--- src/rtl/adder_timebase_if.sv ---
`default_nettype none
// +----------------------------------------------------------------------------+
// | Module      : adder_timebase_if                                            |
// | Description : Bundles the operand/control inputs and the adder, carry and  |
// |               timebase outputs of adder_timebase.                          |
// |               master : drives a, b, cin, run_n, clear; observes results.   |
// |               slave  : the adder_timebase block itself.                    |
// |   a, b        WIDTH   operands                                             |
// |   cin         1       carry in                                             |
// |   run_n       1       0 = run prescaler, 1 = freeze                        |
// |   clear       1       synchronous clear of latch and counters              |
// |   sum         WIDTH   registered low bits of a+b+cin                       |
// |   carry       1       registered carry out                                 |
// |   carry_latch 1       sticky carry flag                                    |
// |   carry_cnt   CNT_W   saturating count of carry rising edges               |
// |   tick        1       one-cycle timebase pulse                             |
// |   tick_cnt    CNT_W   wrapping tick counter                                |
// | Revision    : 1.0  initial release                                         |
// +----------------------------------------------------------------------------+
interface adder_timebase_if #(
  parameter int WIDTH = 4,
  parameter int CNT_W = 2
);
  logic [WIDTH-1:0] a;
  logic [WIDTH-1:0] b;
  logic             cin;
  logic             run_n;
  logic             clear;
  logic [WIDTH-1:0] sum;
  logic             carry;
  logic             carry_latch;
  logic [CNT_W-1:0] carry_cnt;
  logic             tick;
  logic [CNT_W-1:0] tick_cnt;

  modport master (
    output a, b, cin, run_n, clear,
    input  sum, carry, carry_latch, carry_cnt, tick, tick_cnt
  );

  modport slave (
    input  a, b, cin, run_n, clear,
    output sum, carry, carry_latch, carry_cnt, tick, tick_cnt
  );
endinterface
`default_nettype wire

--- src/rtl/adder_timebase.sv ---
`default_nettype none
// +----------------------------------------------------------------------------+
// | Module      : adder_timebase                                               |
// | Description : Registered WIDTH-bit adder with carry-in, sticky carry latch,|
// |               saturating carry-edge counter, and a run/stop gated          |
// |               prescaler producing a one-cycle tick every CLK_HZ/TICK_HZ    |
// |               cycles plus a wrapping tick counter.                         |
// | Ports       : clk      board clock, all logic on posedge                   |
// |               reset_n  asynchronous active-low reset                       |
// |               bus      adder_timebase_if.slave (operands, controls,        |
// |                        sum/carry, latch, counters, tick)                   |
// | Options     : INPUT_SYNC_EN - when defined, a, b, cin, run_n and clear     |
// |               pass through a 2-flop synchroniser (adds 2 cycles latency).  |
// | Revision    : 1.0  initial release                                         |
// +----------------------------------------------------------------------------+
module adder_timebase #(
  parameter int WIDTH   = 4,
  parameter int CLK_HZ  = 12000000,
  parameter int TICK_HZ = 2,
  parameter int CNT_W   = 2
) (
  input  wire logic       clk,
  input  wire logic       reset_n,
  adder_timebase_if.slave bus
);

  localparam int c_div  = CLK_HZ / TICK_HZ;
  localparam int c_pw   = (c_div > 1) ? $clog2(c_div) : 1;
  localparam int c_in_w = 2 * WIDTH + 3;
  localparam logic [c_pw-1:0]  c_pmax = c_pw'(c_div - 1);
  localparam logic [CNT_W-1:0] c_cmax = '1;

  // Inputs packed as {a, b, cin, run_n, clear}
  logic [c_in_w-1:0] w_raw;
  logic [c_in_w-1:0] w_in;

  assign w_raw = {bus.a, bus.b, bus.cin, bus.run_n, bus.clear};

`ifdef INPUT_SYNC_EN
  // run_n resets to 1 so the prescaler stays frozen until a real run request
  // has crossed both stages.
  localparam logic [c_in_w-1:0] c_sync_rst = c_in_w'(2);

  logic [c_in_w-1:0] r_sync1;
  logic [c_in_w-1:0] r_sync2;

  always_ff @(posedge clk or negedge reset_n) begin
    if (!reset_n) begin
      r_sync1 <= c_sync_rst;
      r_sync2 <= c_sync_rst;
    end else begin
      r_sync1 <= w_raw;
      r_sync2 <= r_sync1;
    end
  end

  assign w_in = r_sync2;
`else
  assign w_in = w_raw;
`endif

  logic [WIDTH-1:0] w_a;
  logic [WIDTH-1:0] w_b;
  logic             w_cin;
  logic             w_run_n;
  logic             w_clear;

  assign {w_a, w_b, w_cin, w_run_n, w_clear} = w_in;

  // Adder, evaluated at WIDTH+1 bits so the top bit is the carry out
  logic [WIDTH:0] w_total;
  assign w_total = {1'b0, w_a} + {1'b0, w_b} + {{WIDTH{1'b0}}, w_cin};

  logic [WIDTH-1:0] r_sum;
  logic             r_carry;

  always_ff @(posedge clk or negedge reset_n) begin
    if (!reset_n) begin
      r_sum   <= '0;
      r_carry <= 1'b0;
    end else begin
      r_sum   <= w_total[WIDTH-1:0];
      r_carry <= w_total[WIDTH];
    end
  end

  // Carry latch and rising-edge counter. The history register samples carry
  // even during clear, so a carry held high across clear is not re-counted.
  logic             r_carry_prev;
  logic             r_carry_latch;
  logic [CNT_W-1:0] r_carry_cnt;
  logic             w_carry_rise;

  assign w_carry_rise = r_carry & ~r_carry_prev;

  always_ff @(posedge clk or negedge reset_n) begin
    if (!reset_n) begin
      r_carry_prev  <= 1'b0;
      r_carry_latch <= 1'b0;
      r_carry_cnt   <= '0;
    end else begin
      r_carry_prev <= r_carry;
      if (w_clear) begin
        r_carry_latch <= 1'b0;
        r_carry_cnt   <= '0;
      end else begin
        if (r_carry) begin
          r_carry_latch <= 1'b1;
        end
        if (w_carry_rise && (r_carry_cnt != c_cmax)) begin
          r_carry_cnt <= r_carry_cnt + 1'b1;
        end
      end
    end
  end

  // Prescaler: stopping holds the count so a resume loses no phase
  logic [c_pw-1:0]  r_pcnt;
  logic             r_tick;
  logic [CNT_W-1:0] r_tick_cnt;

  always_ff @(posedge clk or negedge reset_n) begin
    if (!reset_n) begin
      r_pcnt     <= '0;
      r_tick     <= 1'b0;
      r_tick_cnt <= '0;
    end else if (w_clear) begin
      r_pcnt     <= '0;
      r_tick     <= 1'b0;
      r_tick_cnt <= '0;
    end else begin
      // tick is already registered, so it is counted even if run_n just rose
      if (r_tick) begin
        r_tick_cnt <= r_tick_cnt + 1'b1;
      end
      if (!w_run_n) begin
        if (r_pcnt == c_pmax) begin
          r_pcnt <= '0;
          r_tick <= 1'b1;
        end else begin
          r_pcnt <= r_pcnt + 1'b1;
          r_tick <= 1'b0;
        end
      end else begin
        r_tick <= 1'b0;
      end
    end
  end

  assign bus.sum         = r_sum;
  assign bus.carry       = r_carry;
  assign bus.carry_latch = r_carry_latch;
  assign bus.carry_cnt   = r_carry_cnt;
  assign bus.tick        = r_tick;
  assign bus.tick_cnt    = r_tick_cnt;

endmodule
`default_nettype wire

--- src/flat_wrapper.sv ---
// flat-port wrapper written by rule: the top's interface ports become plain ports
module adder_timebase_flat 
#(
  parameter int WIDTH   = 4,
  parameter int CLK_HZ  = 12000000,
  parameter int TICK_HZ = 2,
  parameter int CNT_W   = 2
)
  (clk, reset_n, bus_a, bus_b, bus_cin, bus_run_n, bus_clear, bus_sum, bus_carry, bus_carry_latch, bus_carry_cnt, bus_tick, bus_tick_cnt);
  adder_timebase_if #(.WIDTH(WIDTH), .CNT_W(CNT_W)) bus_i ();
  input  wire logic clk;
  input  wire logic reset_n;
  input wire logic [$bits(bus_i.a)-1:0] bus_a;
  input wire logic [$bits(bus_i.b)-1:0] bus_b;
  input wire logic [$bits(bus_i.cin)-1:0] bus_cin;
  input wire logic [$bits(bus_i.run_n)-1:0] bus_run_n;
  input wire logic [$bits(bus_i.clear)-1:0] bus_clear;
  output wire logic [$bits(bus_i.sum)-1:0] bus_sum;
  output wire logic [$bits(bus_i.carry)-1:0] bus_carry;
  output wire logic [$bits(bus_i.carry_latch)-1:0] bus_carry_latch;
  output wire logic [$bits(bus_i.carry_cnt)-1:0] bus_carry_cnt;
  output wire logic [$bits(bus_i.tick)-1:0] bus_tick;
  output wire logic [$bits(bus_i.tick_cnt)-1:0] bus_tick_cnt;
  assign bus_i.a = bus_a;
  assign bus_i.b = bus_b;
  assign bus_i.cin = bus_cin;
  assign bus_i.run_n = bus_run_n;
  assign bus_i.clear = bus_clear;
  assign bus_sum = bus_i.sum;
  assign bus_carry = bus_i.carry;
  assign bus_carry_latch = bus_i.carry_latch;
  assign bus_carry_cnt = bus_i.carry_cnt;
  assign bus_tick = bus_i.tick;
  assign bus_tick_cnt = bus_i.tick_cnt;
  adder_timebase #(.WIDTH(WIDTH), .CLK_HZ(CLK_HZ), .TICK_HZ(TICK_HZ), .CNT_W(CNT_W)) u_core (.clk(clk), .reset_n(reset_n), .bus(bus_i));
endmodule
--- config.mk ---
export PLATFORM = sky130hd
export DESIGN_NAME = adder_timebase_flat
export DESIGN_NICKNAME = d
export VERILOG_FILES = /design/src/rtl/adder_timebase_if.sv /design/src/rtl/adder_timebase.sv /design/src/flat_wrapper.sv
export SDC_FILE = /design/constraint.sdc
export NUM_CORES = 1
export LEC_CHECK = 0
export ABC_AREA = 1
export BUFFER_PORTS_ARGS = -buffer_cell sky130_fd_sc_hd__buf_2
export CORE_MARGIN = 2
export CORE_UTILIZATION = 60
export DETAILED_ROUTE_END_ITERATION = 12
export GPL_TIMING_DRIVEN = 0
export PLACE_DENSITY = 0.88
export SLEW_MARGIN = 20
export SYNTH_ARGS = -nofsm -noshare
export SYNTH_HDL_FRONTEND = slang
export SYNTH_SLANG_ARGS = --single-unit
--- constraint.sdc ---
create_clock -name clk -period 2.9 [get_ports clk]
set_input_delay 0.29 -clock clk [delete_from_list [all_inputs] [get_ports clk]]
set_output_delay 0.29 -clock clk [all_outputs]
set_load 0.02 [all_outputs]
After elaboration in Yosys (flattened, before gate mapping). Index checks and enable logic that the tools add are counted.

Add/subtract/negate cells: 5. Equality and inequality tests: 3. Multiplexer cells: 12. Bitwise gates (word level): 2. Reduce and logical (&&, ||, !) cells: 4.

Operators with widths (count): 2-to-1 mux 23 bit (3); adder 23 x 1 -> 23 bit, second input constant (1); equality test 23 bit, second input constant (1); 2-to-1 mux 2 bit (4); nonzero test 2 bit (3); adder 4 x 4 -> 5 bit (1); adder 5 x 1 -> 5 bit (1); 2-to-1 mux 1 bit (5); adder 2 x 1 -> 2 bit, second input constant (2); != test 2 x 1 -> 1 bit, second input constant (1); != test 2 bit, second input constant (1); bitwise AND 1 bit (1); logical AND 1 bit (1); NOT 1 bit (1).

Register bits: 35. Output and inout bits: 11. Logic and storage cells: 34.

Logic depth before layout (Yosys ltp).
Depth in word-level cells: 5. Gate-level depth with buffers: 10.

Least setup slack after synthesis. No wires, ideal clock.

Path type: register to register. Start point: reg u_core.r_pcnt[0]. End point: reg u_core.r_pcnt[15]. Library setup time: 120 ps. Arrival time: 1326 ps. Slack: 1454 ps. Cell stages (with the launch flop): 10. Path through: dfrtp_1 > ha_1 > nand2_1 > nor2_4 > nand2_2 > nor2_2 > nand4_1 > nand2_1 > buf_6 > nor2_1.

Cells in the longest elaborated chain, start to end: 4. Elaborated cells on any way between the ends: 5.

Ends and longest elaborated chain: from (decl) (RTL line adder_timebase.sv:118) `logic [c_pw-1:0] r_pcnt;`; from (signal assigned) (RTL line adder_timebase.sv:141) `r_pcnt <= r_pcnt + 1'b1;`; adder 23 x 1 -> 23 bit / equality test 23 bit (equally long branches) (RTL line adder_timebase.sv:141, adder_timebase.sv:137); 2-to-1 mux 23 bit * (RTL line adder_timebase.sv:137) `if (r_pcnt == c_pmax) begin`; 2-to-1 mux 23 bit * (RTL line adder_timebase.sv:136) `if (!w_run_n) begin`; 2-to-1 mux 23 bit * (RTL line adder_timebase.sv:127) `end else if (w_clear) begin`.

Every way passes the cells marked *; elsewhere a longest branch is shown, timed or not. The select of a mux whose other input is x is not followed. A chain may end at the register's enable or synchronous reset.

Worst setup path in the final report.
Start point: reg u_core.r_pcnt[0]. End point: reg u_core.r_pcnt[14].

Same word-level chain as after synthesis.

==> reports/qor.yml <==
critical_path:
  crit_buf_inv: 1
  crit_path_max_fanout: 10
  critical_path.top_delay_family: "simple AND/OR/NAND/NOR gates"
  startpoint_type: "register"
  crit_slowest_cell: "dfrtp_1"
  crit_path_frequent_cell: "nand2_1"
  cp.required_ns: 3.13
  cp-end-kind: "register"
  critPathArrivalTime_ns: 1.98
  worstSetupPathType: "reg -> reg"
  cp_cell_sequence: "ha_1 > nand2_1 > nor2_4 > nand2_2 > nor2_2 > nand4_1 > nand2_1 > buf_6 > nor2_1"
  slowest_delay_ns: 0.41
die:
  initial_core_util_pct: 61.8
  die_h_um: 62.4
  core_area_mm2: 0.00331
  rows: 21
  die_x_um: 62.4
  io_pins: 24
  dieArea_mm2: 0.00389
cells_and_area:
  final_area_mm2: 0.00230
  layout-area-overhead-vs-synth_pct: 12.4
  seq_area_um2: 876
  drive_gt1_share_pct: 17.2
  multi_input_area_mm2: 0.00101
  antennaDiodeCount: 0
  final_util_pct: 69.4
  nets: 309
  fillers: 299
detailed_routing:
  drc_errors: 0
  drt_iter0_markers: 80
  viasPerCell: 5.15
  drtPass1Iterations: 4
  routed_wl_mm: 4.02
  drtAntennaViolNets: 0
  post_drt_wl_per_cell_um: 11.9
  vias: 1730
clocking:
  cts_tree: "yes"
  clkSinkCount: 35
  cts_buffers: 5
  post_cts_buffers: 0
  clock-root-buffer: "clkbuf_4"
  insertion_delay_ns: 0.35
  ctsResizeCount: 0
  clk_path_buf_depth: 2
  clk_pin_slew_ns: 0.12
  hold_buffers: 0
  htreeDepth: 2
synth:
  yosysSeqAreaShare_pct: 42.8
  synth_top_flop_cell: "dfrtp_1"
  postSynthAreaPerCell_um2: 7.89
  ys_types: 28
  syn_inst: 259
  yosys_warnings: 0
  synth_edf_count: 0
  synth_top_area_share_pct: 42.8
  ys_ff_latch: 35
  synthArstFlopShare_pct: 100
  synth.area.top_cells: "dfrtp_1 (43%), nand2_1 (11%), nor2_1 (8.1%)"
  syn-num-nets: 279
  yosysTopAreaCell: "dfrtp_1"
  synthesis.area_mm2: 0.00204
sta:
  hold_slack_ns: -0.00995
  finClkSkew_ns: 0.0177
  worst_pin_slew_ns: 0.750
  max_slew_margin_pct: 50.0
  rsz0062_at_grt: "no"
  finalSetupTns_ns: 0
  final_hold_viol_count: 9
  period_minus_slack_ns: 1.74
  maxSlewViolCount: 0
  post-route-period-util_pct: 60.1
  setup_viol: 0
  fmax_mhz: 574
global_routing:
  grt_max_degree: 36
  overflow: 0
  antenna_found_initial: 0
  first_global_vias: 1672
  grt.total_usage_pct: 23.4
  grt_pass1_wl_mm: 7.17
pwr:
  cellPowerDensity_mw_per_mm2: 430
  vdd_drop_max_mv: 0.308
  leakage_nw: 1.12
  p_total_uw: 989
status:
  failed_checks: "hold timing"
  status: "finished with violations"
placement:
  dp_hpwl_mm: 3.17
  numPortBuffers: 23
  postPlaceCellArea_mm2: 0.00222
  place_congestion: 0.868
worst_hold_path:
  hold_class: "in -> async"
run:
  cap_violations: 0
cells in the mapped netlist (all sizes together) (2+ instances only):
library cell	instances
nand2	64
nor2	52
dfrtp	35
inv	35
nand3	19
o21ai	11
xor2	8
a21oi	6
nand4	6
ha	5
nor3	5
buf	2
fa	2
o22ai	2
xnor2	2
path summary, 6_finish.rpt:
kind | startpoint | to | slack [ns] | depth (start not counted)
worst max-delay path | u_core.r_pcnt[0]$_DFFE_PN0P_ | u_core.r_pcnt[14]$_DFFE_PN0P_ | 1.16 | 9
worst min-delay path | reset_n | u_core.r_pcnt[5]$_DFFE_PN0P_ | -0.01 | 1
worst max register to register | u_core.r_pcnt[0]$_DFFE_PN0P_ | u_core.r_pcnt[14]$_DFFE_PN0P_ | 1.16 | 9
worst min register to register | u_core.bus.carry$_DFF_PN0_ | u_core.r_carry_prev$_DFF_PN0_ | 0.45 | 0
max in group asynchronous | reset_n | u_core.r_pcnt[20]$_DFFE_PN0P_ | 2.41 | 1
min in group clk | bus_clear | u_core.bus.carry_latch$_DFFE_PN0P_ | 0.18 | 2
routing by layer:
metal,global-route usage [%],vias to the layer above,wire length [µm]
met3,5.95,9,200
met4,7.50,0,61
met2,41.8,41,2030
met5,0,-,0
li1,-,877,-
met1,27.6,803,1730
power by group:
part           internal, mW  switching, mW
Sequential            0.509         0.0106
Combinational        0.0414         0.0777
Clock                 0.181          0.169
cell type report:
type | instances | area share (%)
Inverter | 35 | 5.72
Multi-Input combinational cell | 187 | 44.1
Timing Repair Buffer | 23 | 5.01
Buffer | 2 | 0.980
Clock inverter | 3 | 1.91
Sequential cell | 35 | 38.1
Clock buffer | 5 | 1.63
Tap cell | 46 | 2.50
sequential cells by signal, summed over array words and instances (netlist names):
signal	cells
u_core.r_carry_prev	1
u_core.bus.carry_latch	1
u_core.bus.carry_cnt	2
u_core.bus.tick	1
u_core.bus.carry	1
u_core.r_pcnt	23
u_core.bus.sum	4
u_core.bus.tick_cnt	2
cells by family after synthesis:
family                   after synthesis  synth area share (%)
AND/OR/NAND/NOR                      148                  34.1
buffers and inverters                 37                  7.53
flip-flops                            35                  42.8
AO/OA/AOI/OAI                         21                  5.69
XOR/XNOR                              10                  4.28
adder cells (fa/ha/maj)                7                  5.02
multiplexers                           1                 0.490
cells in the final DEF, fill, tap and decap left out, types with 4 or more instances in the layout:
master / netlist / routed
a21oi_1: 6 / 6
buf_2: 0 / 23
clkbuf_4: 0 / 5
dfrtp_1: 35 / 35
ha_1: 5 / 5
inv_1: 33 / 33
nand2_1: 60 / 60
nand3_1: 19 / 19
nand4_1: 6 / 6
nor2_1: 44 / 44
nor2_4: 6 / 6
nor3_1: 4 / 4
o21ai_0: 10 / 10
xor2_1: 8 / 8
metrics by stage:
| step | setup WS, ns | instances |
|---|---|---|
| 6_report | 1.16 | 336 |
| 5_1_grt | 1.00 | 336 |
| 4_1_cts | 1.14 | 336 |
| 3_5_place_dp | 1.18 | 328 |
| 3_3_place_gp | 1.24 | 328 |
| 2_1_floorplan | 1.45 | 259 |
No activity file was read; power rests on OpenSTA's default activity.
